## src/rtl/barrel_rotl_seq_if.sv

```systemverilog
// barrel_rotl_seq_if
// Handshake bundle for the sequential 8-bit left-rotate unit.
//   Request side : in_valid, in_ready, d[7:0], c[2:0]
//   Result side  : out_valid, out_ready, out[7:0]
//   Status       : busy
// Modports:
//   master - the requester/consumer (drives in_valid, d, c, out_ready)
//   slave  - the rotate unit (drives in_ready, out_valid, out, busy)
`timescale 1ns/1ps
interface barrel_rotl_seq_if;
  logic       in_valid;
  logic       in_ready;
  logic [7:0] d;
  logic [2:0] c;
  logic       out_valid;
  logic       out_ready;
  logic [7:0] out;
  logic       busy;

  modport master (
    output in_valid, d, c, out_ready,
    input  in_ready, out_valid, out, busy
  );

  modport slave (
    input  in_valid, d, c, out_ready,
    output in_ready, out_valid, out, busy
  );
endinterface

```

## src/rtl/barrel_rotl_seq.sv

```systemverilog
// barrel_rotl_seq
// Sequential 8-bit left-rotate: out[i] = d[(i - c) mod 8]. A single 8-bit
// register is rotated over several cycles instead of using a full mux array.
// Ports:
//   clk   - rising-edge clock
//   rst_n - asynchronous active-low reset
//   bus   - barrel_rotl_seq_if.slave (in_valid/in_ready/d/c request,
//           out_valid/out_ready/out result, busy status)
// Configuration macro: BARREL_ROTL_FAST_EN
//   undefined - rotate one position per SHIFT cycle (c cycles)
//   defined   - rotate by the largest power of two <= remaining count per
//               cycle (popcount(c) cycles); results are identical.
`timescale 1ns/1ps
module barrel_rotl_seq (
  input logic              clk,
  input logic              rst_n,
  barrel_rotl_seq_if.slave bus
);

  typedef enum logic [1:0] {
    ST_IDLE  = 2'd0,
    ST_SHIFT = 2'd1,
    ST_HOLD  = 2'd2
  } state_e;

  state_e     state_q, state_d;
  logic [7:0] data_q, data_d;
  logic [2:0] cnt_q, cnt_d;
  logic       in_ready_q, in_ready_d;
  logic       out_valid_q, out_valid_d;
  logic       busy_q, busy_d;

  // Rotate an 8-bit word left by 0..7: upper byte of the doubled word.
  function automatic logic [7:0] rotl8(input logic [7:0] v, input logic [2:0] a);
    logic [15:0] w;
    w = {v, v} << a;
    return w[15:8];
  endfunction

`ifdef BARREL_ROTL_FAST_EN
  // Largest power of two not exceeding the remaining count (4, 2 or 1).
  function automatic logic [2:0] step_amt(input logic [2:0] n);
    logic [2:0] s;
    if (n[2]) begin
      s = 3'd4;
    end else if (n[1]) begin
      s = 3'd2;
    end else begin
      s = 3'd1;
    end
    return s;
  endfunction
`endif

  // Next-state, datapath and registered-output computation.
  always_comb begin
    state_d = state_q;
    data_d  = data_q;
    cnt_d   = cnt_q;
    case (state_q)
      ST_IDLE: begin
        if (bus.in_valid) begin
          data_d  = bus.d;
          cnt_d   = bus.c;
          state_d = (bus.c == 3'd0) ? ST_HOLD : ST_SHIFT;
        end else begin
          state_d = ST_IDLE;
        end
      end
      ST_SHIFT: begin
`ifdef BARREL_ROTL_FAST_EN
        data_d = rotl8(data_q, step_amt(cnt_q));
        cnt_d  = cnt_q - step_amt(cnt_q);
        // '<=' rather than '==' so a corrupted count can never wrap.
        if (cnt_q <= step_amt(cnt_q)) begin
          state_d = ST_HOLD;
        end else begin
          state_d = ST_SHIFT;
        end
`else
        data_d = rotl8(data_q, 3'd1);
        cnt_d  = cnt_q - 3'd1;
        // '<=' rather than '==' so a corrupted zero count cannot wrap.
        if (cnt_q <= 3'd1) begin
          state_d = ST_HOLD;
        end else begin
          state_d = ST_SHIFT;
        end
`endif
      end
      ST_HOLD: begin
        // No bypass: consuming the result only returns to IDLE.
        if (bus.out_ready) begin
          state_d = ST_IDLE;
        end else begin
          state_d = ST_HOLD;
        end
      end
      default: begin
        state_d = ST_IDLE;
        data_d  = 8'h00;
        cnt_d   = 3'd0;
      end
    endcase

    // Handshake/status outputs are registered, decoded from the next state.
    in_ready_d  = (state_d == ST_IDLE);
    out_valid_d = (state_d == ST_HOLD);
    busy_d      = (state_d == ST_SHIFT) || (state_d == ST_HOLD);
  end

  // State, datapath and output registers with asynchronous reset.
  always_ff @(posedge clk or negedge rst_n) begin
    if (!rst_n) begin
      state_q     <= ST_IDLE;
      data_q      <= 8'h00;
      cnt_q       <= 3'd0;
      in_ready_q  <= 1'b1;
      out_valid_q <= 1'b0;
      busy_q      <= 1'b0;
    end else begin
      state_q     <= state_d;
      data_q      <= data_d;
      cnt_q       <= cnt_d;
      in_ready_q  <= in_ready_d;
      out_valid_q <= out_valid_d;
      busy_q      <= busy_d;
    end
  end

  assign bus.in_ready  = in_ready_q;
  assign bus.out_valid = out_valid_q;
  assign bus.busy      = busy_q;
  assign bus.out       = data_q;

endmodule

```

## src/flat_wrapper.sv

```systemverilog
// flat-port wrapper written by rule: the top's interface ports become plain ports
module barrel_rotl_seq_flat 
  (clk, rst_n, bus_in_valid, bus_d, bus_c, bus_out_ready, bus_in_ready, bus_out_valid, bus_out, bus_busy);
  barrel_rotl_seq_if bus_i ();
  input logic clk;
  input logic rst_n;
  input wire logic [$bits(bus_i.in_valid)-1:0] bus_in_valid;
  input wire logic [$bits(bus_i.d)-1:0] bus_d;
  input wire logic [$bits(bus_i.c)-1:0] bus_c;
  input wire logic [$bits(bus_i.out_ready)-1:0] bus_out_ready;
  output wire logic [$bits(bus_i.in_ready)-1:0] bus_in_ready;
  output wire logic [$bits(bus_i.out_valid)-1:0] bus_out_valid;
  output wire logic [$bits(bus_i.out)-1:0] bus_out;
  output wire logic [$bits(bus_i.busy)-1:0] bus_busy;
  assign bus_i.in_valid = bus_in_valid;
  assign bus_i.d = bus_d;
  assign bus_i.c = bus_c;
  assign bus_i.out_ready = bus_out_ready;
  assign bus_in_ready = bus_i.in_ready;
  assign bus_out_valid = bus_i.out_valid;
  assign bus_out = bus_i.out;
  assign bus_busy = bus_i.busy;
  barrel_rotl_seq u_core (.clk(clk), .rst_n(rst_n), .bus(bus_i));
endmodule
```

## config.mk

```make
export PLATFORM = sky130hd
export DESIGN_NAME = barrel_rotl_seq_flat
export DESIGN_NICKNAME = d
export VERILOG_FILES = /design/src/rtl/barrel_rotl_seq_if.sv /design/src/rtl/barrel_rotl_seq.sv /design/src/flat_wrapper.sv
export SDC_FILE = /design/constraint.sdc
export NUM_CORES = 1
export LEC_CHECK = 0
export BUFFER_PORTS_ARGS = -buffer_cell sky130_fd_sc_hd__buf_2
export CAP_MARGIN = 20
export CORE_AREA = 2 2 43 45
export CTS_CLUSTER_SIZE = 14
export DETAILED_ROUTE_END_ITERATION = 16
export DIE_AREA = 0 0 45 47
export MAX_ROUTING_LAYER = met4
export PLACE_DENSITY = 0.73
export SYNTH_ARGS = -nofsm -noshare
export SYNTH_HDL_FRONTEND = slang
export SYNTH_SLANG_ARGS = --single-unit
```

## constraint.sdc

```tcl
create_clock -name clk -period 2.3 [get_ports clk]
set_clock_uncertainty 0.2 [all_clocks]
set_input_delay 0.23 -clock clk [delete_from_list [all_inputs] [get_ports clk]]
set_output_delay 0.23 -clock clk [all_outputs]
set_load 0.005 [all_outputs]
```

== Word level (Yosys, flattened, before mapping) ==
Cells that the tools add are included.

* Bits in registers: 16
* Input port bits: 15
* Output and inout port bits: 11
* Word-level logic and storage cells: 28

* $add $sub $neg: 1
* Magnitude comparators: 1
* Eq/ne operators: 5
* Multiplexer cells: 9
* Bitwise gates (word level): 1
* Reductions and logical operators: 5

{| class="wikitable"
|+ Operator list
! cell !! count
|-
| $pmux W8 S3 || 1
|-
| $pmux W3 S3 || 1
|-
| $mux W2 || 4
|-
| $mux W8 || 1
|-
| $pmux W2 S3 || 1
|-
| $eq A2 B1 Y1 const B || 2
|-
| $eq A2 B2 Y1 const B || 2
|-
| $logic_not A2 Y1 || 2
|-
| $le A3 B1 Y1 const B || 1
|-
| $logic_not A3 Y1 || 1
|-
| $mux W3 || 1
|-
| $sub A3 B1 Y3 const B || 1
|-
| $ne A2 B2 Y1 const B || 1
|-
| $reduce_and A2 Y1 || 1
|-
| $logic_or A1 B1 Y1 || 1
|-
| $not A1 Y1 || 1
|}

== Logic depth before layout (Yosys ltp) ==
* Word-level depth: 6
* Gate-level depth with buffers: 6
* Mapped depth without buffers: 5

== Least setup slack after synthesis ==
OpenSTA, ideal clock, no wires.

* Path kind: reg2reg
* Start point: register u_core.state_q[0]
* End point: register u_core.busy_q (netlist: u_core.bus.busy)
* Setup time: 0.126 ns
* Arrival: 1.251 ns
* Required time: 1.974 ns
* Setup slack: 0.723 ns
* Stages on the path, launching flop included: 7
* Path buffers: 2
* Clock period less this slack: 1.577 ns
* Cells stage by stage: dfrtp_1 -> buf_6 -> nor2b_1 -> buf_6 -> a22oi_1 -> and2_1 -> ha_1

* Cells in the longest elaborated chain, start to end: 4
* Elaborated cells between the ends (all ways): 7
* Those cells by class: eq/ne (4); mux (1); reduce/logical (2)

{| class="wikitable"
|+ Ends and longest elaborated chain
! what !! RTL line !! text
|-
| start: declaration || barrel_rotl_seq.sv:26 || <nowiki>state_e state_q, state_d;</nowiki>
|-
| start signal: assignment || barrel_rotl_seq.sv:122 || <nowiki>state_q <= state_d;</nowiki>
|-
| $eq A2 B2 Y1, or another cell as far along || barrel_rotl_seq.sv:60 || <nowiki>case (state_q)</nowiki>
|-
| $pmux W2 S3 (*) || barrel_rotl_seq.sv:60 ||
|-
| $eq A2 B1 Y1 or $eq A2 B2 Y1 (tied branches) || barrel_rotl_seq.sv:109 || <nowiki>busy_d = (state_d == ST_SHIFT) || (state_d == ST_HOLD);</nowiki>
|-
| $logic_or A1 B1 Y1 (*) || barrel_rotl_seq.sv:109 ||
|-
| via u_core.busy_d || barrel_rotl_seq.sv:31 || <nowiki>logic busy_q, busy_d;</nowiki>
|-
| end signal: assignment || barrel_rotl_seq.sv:127 || <nowiki>busy_q <= busy_d;</nowiki>
|-
| end: declaration || barrel_rotl_seq.sv:31 ||
|}

Mark *: on every way through the listed nets, which the timed path passes. The rest lies on a longest branch.
A chain may end at the register's enable or synchronous reset.

== Worst setup path after layout ==
Same ends and word-level chain as after synthesis.

==> flow_summary.yaml <==
run_status:
  status: "complete, no violations"
global_route:
  grt_pass1_wl_mm: 2.477
  grt_max_degree: 17
  grt_overflow: 0
  gr-usage-all-layers_pct: 17.22
  antenna_found_initial: 0
  grt_pass1_vias: 590
sta:
  tightest_slew_ps: 393.2
  slew_headroom_pct: 73.58
  grt_setup_unrepaired: "no"
  hold_ws_ps: 68.23
  fmaxAchievable_mhz: 565.5
  maxSlewViolCount: 0
  finalSetupTns_ps: 0
  period_share_pct: 76.89
  setup_violations: 0
  hold_viol_final: 0
  min_period_ps: 1768
critical_path:
  start_kind: "register"
  crit_arrival_ps: 1740
  critical_path.startpoint: "u_core.state_q[0]$_DFF_PN0_"
  timing.rr.start: "u_core.state_q[0]$_DFF_PN0_"
  worst-r2r-setup-slack_ps: 530
  worstSetupPathType: "reg -> reg"
  r2r_end: "u_core.bus.busy$_DFF_PN0_"
  cp-endpoint: "u_core.bus.busy$_DFF_PN0_"
  max_stage_delay_ps: 490
  crit_slowest_cell: "dfrtp_1"
  r2r_cells: 4
  worstPathCellList: "nor2_2, nand2_1, o22a_1, ha_1"
  critPathRequiredTime_ps: 2270
  cp_max_fo: 12
  endpoint_kind: "register"
power_and_ir_drop:
  ir_drop_uv: 569.5
  p_per_area_nw_per_um2: 1270
  p_leak_nw: 0.5067
die:
  core_area_um2: 1652
  die-area_um2: 2115
  fp-row-count: 15
  die_width_um: 45
  initial_core_util_pct: 47.42
  dieHeight_um: 47
  io_pins: 26
logic_synthesis:
  synth_top_area_share_pct: 47.92
  synth_area_leaders: "dfrtp_1, a221o_1, and3_1"
  avgSynthCellArea_um2: 11.52
  syn-num-nets: 86
  synthTopCellsByCount: "dfrtp_1, and3_1, a221o_1, nor2_1"
  synth_top_area_cell: "dfrtp_1"
  syn_area_um2: 783.3
  netlist_instances: 68
  ys_warn_count: 0
  synth_cell_types: 25
  synth_edf_count: 0
  ys_seq_elements: 16
  async_flop_share_pct: 100.0
  yosysSeqAreaShare_pct: 51.28
  yosysMostFrequentCell: "dfrtp_1"
  synth_ff_type: "dfrtp_1"
route:
  wl_mm: 1.544
  drtIter0Drc: 14
  drtAntennaViolNets: 0
  drt-pass1-iter-count: 4
  via_count: 641
  via_per_inst: 5.723
  wl_per_cell_um: 13.79
  drcViolationCount: 0
finish:
  diodes: 0
  nFillCells: 154
  fin_nets: 114
  drive_gt1_share_pct: 34.74
  area_growth_pct: 19.33
  utilization_pct: 56.59
cts:
  clkLatencyLatePin_ps: 280
  clkSinkCount: 16
  clkTransAtPathRegs_ps: 90
  clock-root-buffer: "clkbuf_4"
  cts.htree.levels: 1
  numCtsBuffers: 3
  cts_tree: "built"
  cts.path.max_buffers: 2
  cts_resized: 0
placement:
  dpl.hpwl_mm: 1.188
  portBuffers: 25
  routabilityCongestion: 0.8989
hold_path:
  min_path_type: "in -> reg"
  min_path_cells: 3
run:
  max_cap_viol_count: 0
## per-stage QoR
stage / power, mW / setup WS (ps) / area [µm²] / cells
5_1_grt: 1.291 / 416.3 / 934.6 / 112
4_1_cts: 1.200 / 555.8 / 934.6 / 112
2_1_floorplan: 0.9093 / 723.3 / 783.3 / 68
6_report: 1.187 / 531.5 / 934.6 / 112
3_3_place_gp: 1.026 / 625.9 / 898.4 / 107
3_5_place_dp: 1.046 / 573.2 / 898.4 / 107
## placed cells by master (no fill, tap or decap), drive strengths merged, types with 2 or more instances in the layout
cell type	count
buf	26
dfrtp	15
and3	10
a221o	8
nor2	6
clkbuf	4
nand2	3
inv	3
ha	3
nor3	2
a211o	2
## what timing repair did
action                                  4_1_cts  5_1_grt
hold buffers                                  1        0
endpoints found under the setup margin        0        0
buffers inserted                              0        0
endpoints found under the hold margin        16        0
## worst min-delay path by stage
| stage | from | end | slack (ps) |
|---|---|---|---|
| floorplan | rst_n | u_core.bus.busy$_DFF_PN0_ | -270 |
| global placement | rst_n | u_core.bus.out[7]$_DFFE_PN0P_ | -40 |
| detailed placement | rst_n | u_core.bus.out[6]$_DFFE_PN0P_ | -50 |
| CTS | bus_d[3] | u_core.bus.out[3]$_DFFE_PN0P_ | 60 |
| global route | bus_d[3] | u_core.bus.out[3]$_DFFE_PN0P_ | 60 |
| finish | bus_d[3] | u_core.bus.out[3]$_DFFE_PN0P_ | 70 |
## layer usage
metal,track usage (%),part of all wire [%],up-vias
met5,-,0,-
met4,8.824,1.6,0
met3,5.000,6.7,4
met2,26.57,47,22
met1,20.43,45,305
li1,-,-,310
## sequential cells by signal, summed over array words and instances, names as in the netlist
name,cells
u_core.bus.out,8
u_core.cnt_q,3
u_core.state_q,2
u_core.bus.busy,1
u_core.bus.in_ready,1
u_core.bus.out_valid,1
## cell type report
| type | count | area [µm²] | area share, % |
|---|---|---|---|
| timing repair buffer | 27 | 142.6 | 15.26 |
| tap | 17 | 21.27 | 2.276 |
| inverter | 3 | 11.26 | 1.205 |
| clock buffer | 4 | 26.28 | 2.811 |
| sequential | 16 | 401.6 | 42.97 |
| multi-input combinational | 45 | 331.6 | 35.48 |
## power breakdown
group,total (mW),switching [mW],internal (mW)
clock network,0.150,0.0824,0.0673
registers,0.523,0.105,0.418
logic,0.514,0.249,0.265
## critical path, delay by kind of cell (launching register included)
| family | cells | cell delay [ps] |
|---|---|---|
| compound gates | 1 | 210 |
| fa+ha+maj | 1 | 290 |
| flops | 1 | 490 |
| simple gates | 2 | 470 |
## cell families after synthesis
family / synth area share, %
flops: 51.28
xor+xnor: 1.118
buf+inv: 6.389
fa+ha+maj: 4.793
simple gates: 17.25
compound gates: 19.17
No activity file was read; power rests on OpenSTA's default activity.
